<file path="config.mk">
export PLATFORM = sky130hd
export DESIGN_NAME = pipe_hazard_ctrl
export DESIGN_NICKNAME = d
export VERILOG_FILES = /design/src/rtl/pipe_hazard_ctrl.sv
export SDC_FILE = /design/constraint.sdc
export NUM_CORES = 1
export LEC_CHECK = 0
export CAP_MARGIN = 20
export CORE_AREA = 2 2 39 41
export DETAILED_ROUTE_END_ITERATION = 10
export DIE_AREA = 0 0 41 43
export PLACE_DENSITY_LB_ADDON = 0.25
export SLEW_MARGIN = 20
export SYNTH_ARGS = -nofsm -noshare
export SYNTH_HDL_FRONTEND = slang
export SYNTH_SLANG_ARGS = --single-unit
</file>
<file path="constraint.sdc">
create_clock -name clk -period 1.7 [get_ports clk]
set_input_delay 0.34 -clock clk [delete_from_list [all_inputs] [get_ports clk]]
set_output_delay 0.34 -clock clk [all_outputs]
set_load 0.03 [all_outputs]
</file>
<file path="src/rtl/pipe_hazard_ctrl.sv">
// Stall/flush controller for the 5-stage BRISC pipeline.
// Drives per-stage enables/flushes for hazards, misses and multiplies.
module pipe_hazard_ctrl #(
  parameter int MUL_LAT = 5
) (
  input  logic clk,
  input  logic reset,
  input  logic ld_use_hz,
  input  logic br_taken_ex,
  input  logic mul_in_ex,
  input  logic icache_miss,
  input  logic icache_fill_done,
  input  logic dcache_miss,
  input  logic dcache_fill_done,
  output logic pc_en,
  output logic en_fd,
  output logic en_de,
  output logic en_em,
  output logic en_mw,
  output logic flush_fd,
  output logic flush_de,
  output logic flush_em,
  output logic flush_mw,
  output logic icache_abort
);

  localparam int CW = $clog2(MUL_LAT);
  localparam logic [CW-1:0] MCNT_INIT = CW'(MUL_LAT - 3);

  typedef enum logic [1:0] {
    RUN,
    I_WAIT,
    D_WAIT,
    MUL_BUSY
  } state_t;

  // {pc, en fd/de/em/mw, flush fd/de/em/mw, abort}
  typedef struct packed {
    logic       pc;
    logic [3:0] en;
    logic [3:0] fl;
    logic       abort;
  } ctl_t;

  localparam ctl_t P_IDLE = 10'b1_1111_0000_0;
  localparam ctl_t P_RST  = 10'b0_0000_1111_0;
  localparam ctl_t P_DST  = 10'b0_0001_0001_0;
  localparam ctl_t P_MST  = 10'b0_0011_0010_0;
  localparam ctl_t P_IST  = 10'b0_1111_1000_0;
  localparam ctl_t P_RED  = 10'b1_1111_1100_0;
  localparam ctl_t P_LU   = 10'b0_0111_0100_0;

  state_t          state_q;
  state_t          state_d;
  logic [CW-1:0]   mcnt_q;
  logic [CW-1:0]   mcnt_d;
  logic            mul_done_q;
  logic            mul_done_d;
  ctl_t            ctl;

  always_ff @(posedge clk) begin
    if (reset) begin
      state_q    <= RUN;
      mcnt_q     <= '0;
      mul_done_q <= 1'b0;
    end else begin
      state_q    <= state_d;
      mcnt_q     <= mcnt_d;
      mul_done_q <= mul_done_d;
    end
  end

  always_comb begin
    state_d    = state_q;
    mcnt_d     = mcnt_q;
    mul_done_d = mul_done_q;
    ctl        = P_IDLE;
    if (reset) begin
      ctl = P_RST;
    end else begin
      unique case (state_q)
        RUN: begin
          mul_done_d = 1'b0;
          if (dcache_miss) begin
            ctl     = P_DST;
            state_d = D_WAIT;
          end else if (mul_in_ex && !mul_done_q) begin
            ctl     = P_MST;
            mcnt_d  = MCNT_INIT;
            state_d = MUL_BUSY;
          end else if (br_taken_ex) begin
            ctl       = P_RED;
            ctl.abort = icache_miss;
          end else if (icache_miss) begin
            ctl     = ld_use_hz ? P_LU : P_IST;
            state_d = I_WAIT;
          end else if (ld_use_hz) begin
            ctl = P_LU;
          end
        end
        I_WAIT: begin
          if (dcache_miss) begin
            ctl     = P_DST;
            state_d = D_WAIT;
          end else if (br_taken_ex) begin
            ctl       = P_RED;
            ctl.abort = 1'b1;
            state_d   = RUN;
          end else begin
            ctl = ld_use_hz ? P_LU : P_IST;
            if (icache_fill_done) state_d = RUN;
          end
        end
        D_WAIT: begin
          ctl = P_DST;
          if (dcache_fill_done) state_d = RUN;
        end
        MUL_BUSY: begin
          ctl = P_MST;
          if (mcnt_q == '0) begin
            state_d    = RUN;
            mul_done_d = 1'b1;
          end else begin
            mcnt_d = mcnt_q - CW'(1);
          end
        end
        default: state_d = RUN;
      endcase
    end
  end

  assign pc_en        = ctl.pc;
  assign en_fd        = ctl.en[3];
  assign en_de        = ctl.en[2];
  assign en_em        = ctl.en[1];
  assign en_mw        = ctl.en[0];
  assign flush_fd     = ctl.fl[3];
  assign flush_de     = ctl.fl[2];
  assign flush_em     = ctl.fl[1];
  assign flush_mw     = ctl.fl[0];
  assign icache_abort = ctl.abort;

endmodule

</file>
==> impl_metrics.yaml <==
drt:
  wl_per_cell_um: 11.4
  vias: 586
  drc: 0
  wl_met1_um: 593
  dr_wl_met3_um: 85
  routed_wirelength_mm: 1.33
  wl_met2_um: 613
  drt_iter0_drc: 14
  dr.pass1.iters: 4
  ant_nets: 0
  routed_via_density: 5.01
  routed.top_layer: "met4"
logic_synthesis:
  ys_types: 30
  ys_seq_area_share_pct: 23.6
  syn_area_um2: 508
  synth_fp_nets: 77
  yosysWarnings: 0
  syn_area_per_cell_um2: 7.70
  ys_ff_latch: 6
  netlist_instances: 66
global_routing:
  first_global_vias: 510
  grt_first_pass_wirelength_mm: 2.13
  antenna_found_initial: 0
  global_route.overflow_total: 0
  grt_max_degree: 9
  track_usage_pct: 17.9
place:
  portBuffers: 18
  post-place-ws_ps: -210
  hpwl_um: 952
  dpl_cell_area_um2: 736
  gp_congestion: 0.701
clocking:
  clock_latency_ps: 260
  clockRootBuffer: "clkbuf_4"
  numCtsBuffers: 3
  htreeDepth: 1
  cts_hold_buf: 0
  clk_pin_slew_ps: 50
  cts_tree: "done"
  cts.sinks: 6
  cts_max_path_buffers: 2
power:
  vdd_ir_drop_max_mv: 0.472
  p_per_area_nw_per_um2: 657
  leakage_nw: 0.407
  p_total_uw: 571
worst_setup_path:
  worstSetupPathType: "reg -> out"
  critPathRequiredTime_ps: 1360
  startpoint_type: "flip-flop"
  cp_max_fo: 7
  arrival_ps: 1400
  r2r_cells: 6
  critPathLaunch: "state_q[0]"
  crit_path_end_kind: "output port"
  regToRegStartpoint: "state_q[0]"
  r2r_slack_ps: 270
  r2r-end: "mcnt_q[1]"
status:
  failed_checks: "negative setup slack"
  run_status: "finished, violations left"
worst_hold_path:
  whs_path_depth: 3
  holdCritStartpoint: "reset"
  min-delay-path-class: "in -> reg"
  whs_endpoint: "mul_done_q"
timing:
  setup_tns_ps: -38.7
  fin_worst_skew_ps: 8.61
  fmax_mhz: 575
  hold_viol: 0
  period_minus_slack_ps: 1740
  rsz0062_at_grt: "true"
  drv_slew: 0
  post-route-period-util_pct: 102
  worst_pin_slew_ps: 261
  max_slew_margin_pct: 82.5
  setup_ws_ps: -38.7
  setup_viol_count_final: 1
die:
  rows: 14
  start_util_pct: 36.7
  die_w_um: 41
  fp.dieH_um: 43
  io_pins: 19
  die_area_um2: 1760
  fp.coreArea_um2: 1380
cells_and_area:
  nFillCells: 129
  drive_above_1_share_pct: 45.5
  final_util_pct: 62.8
  stdcell_area_um2: 870
  nets: 114
  antenna_cells: 0
  syn_to_final_growth_pct: 71.2
job:
  drv_cap: 0
[cell type report]
type | count | area, um2 | area share, %
sequential | 6 | 128 | 14.7
timing repair buffer | 35 | 304 | 35.0
clock buffer | 3 | 22.5 | 2.59
multi-input combinational | 53 | 380 | 43.7
inverter | 4 | 15.0 | 1.73
tap | 16 | 20.0 | 2.30
[cell usage after synthesis]
cell | n | area share, %
nor2_1 | 9 | 6.6
a22oi_1 | 1 | 1.5
or2_2 | 1 | 1.2
mux2_4 | 1 | 3.0
nand2b_1 | 3 | 3.7
o21ba_1 | 1 | 2.0
ha_1 | 2 | 4.9
nor3_2 | 1 | 2.0
buf_6 | 2 | 4.4
inv_1 | 4 | 3.0
nor2_4 | 2 | 4.4
a211oi_2 | 1 | 2.5
a32oi_1 | 1 | 1.7
nand3b_1 | 1 | 1.5
a21o_1 | 1 | 1.5
xnor2_1 | 1 | 1.7
o21a_1 | 1 | 1.5
clkbuf_1 | 1 | 0.74
or3_4 | 1 | 2.2
dfxtp_1 | 6 | 24
nand2_1 | 6 | 4.4
o311a_1 | 1 | 2.0
o21ai_1 | 1 | 0.98
nand3_1 | 4 | 3.9
a211oi_1 | 1 | 1.5
nor3_1 | 4 | 3.9
o21ai_0 | 2 | 2.0
a21oi_1 | 2 | 2.0
mux2i_1 | 1 | 2.0
nor2b_1 | 3 | 3.7
[routing by layer]
metal	GRT usage (%)	up-vias
met5	0	-
met4	10.0	0
met3	3.14	7
met2	25.9	16
met1	23.8	258
li1	-	305
[metrics by stage]
step                hold slack (ps)  cells
finish                          525    117
global placement                520    107
CTS                             553    112
floorplan                       497     66
global route                    548    117
detailed placement              533    107
[flip-flops by register name (all words and copies together) (netlist names)]
register	count
mcnt_q	3
mul_done_q	1
state_q	2
[power by group]
group / leakage, nW / total [mW] / switching [mW] / internal [mW]
clock network: 0.0138 / 0.144 / 0.0638 / 0.0807
logic: 0.343 / 0.262 / 0.123 / 0.139
registers: 0.0502 / 0.164 / 0.0132 / 0.151
[kinds of logic (layout without fill, tap and decap cells)]
family | Yosys count | count (layout) | share of synthesized area, %
buffers and inverters | 7 | 42 | 8.13
AND/OR/NAND/NOR | 35 | 35 | 37.7
AO/OA/AOI/OAI | 13 | 13 | 19.0
adder cells (fa/ha/maj) | 2 | 2 | 4.93
multiplexers | 2 | 2 | 4.93
flip-flops | 6 | 6 | 23.6
XOR/XNOR | 1 | 1 | 1.72
[repair_timing]
item,4_1_cts,5_1_grt
gates resized for setup,14,8
hold endpoints to repair,0,0
setup endpoints to repair,9,7
pin swaps,5,7
buffers inserted,2,5
[placed cells by master (no fill, tap or decap), types with 4 or more instances in the layout]
cell type,n
buf_6,4
nor2_1,9
nand2_1,6
dfxtp_1,4
buf_4,22
[worst max-delay path: stages (launching register included)]
cell,delay [ps]
dfxtp_4,360
or3_4,410
nor2_4,120
nor2_1,50
nand2_1,70
buf_6,130
[how the worst max path moves through the flow]
| stage | to | slack, ps | cells past startpoint |
|---|---|---|---|
| 6_report | flush_em | -40 | 5 |
| 5_1_grt | flush_em | -90 | 5 |
| 4_1_cts | flush_em | -9 | 5 |
| 3_5_place_dp | flush_em | -210 | 6 |
| 3_3_place_gp | flush_em | -210 | 6 |
| 2_1_floorplan | en_fd | -30 | 3 |
No activity file was read; power rests on OpenSTA's default activity.
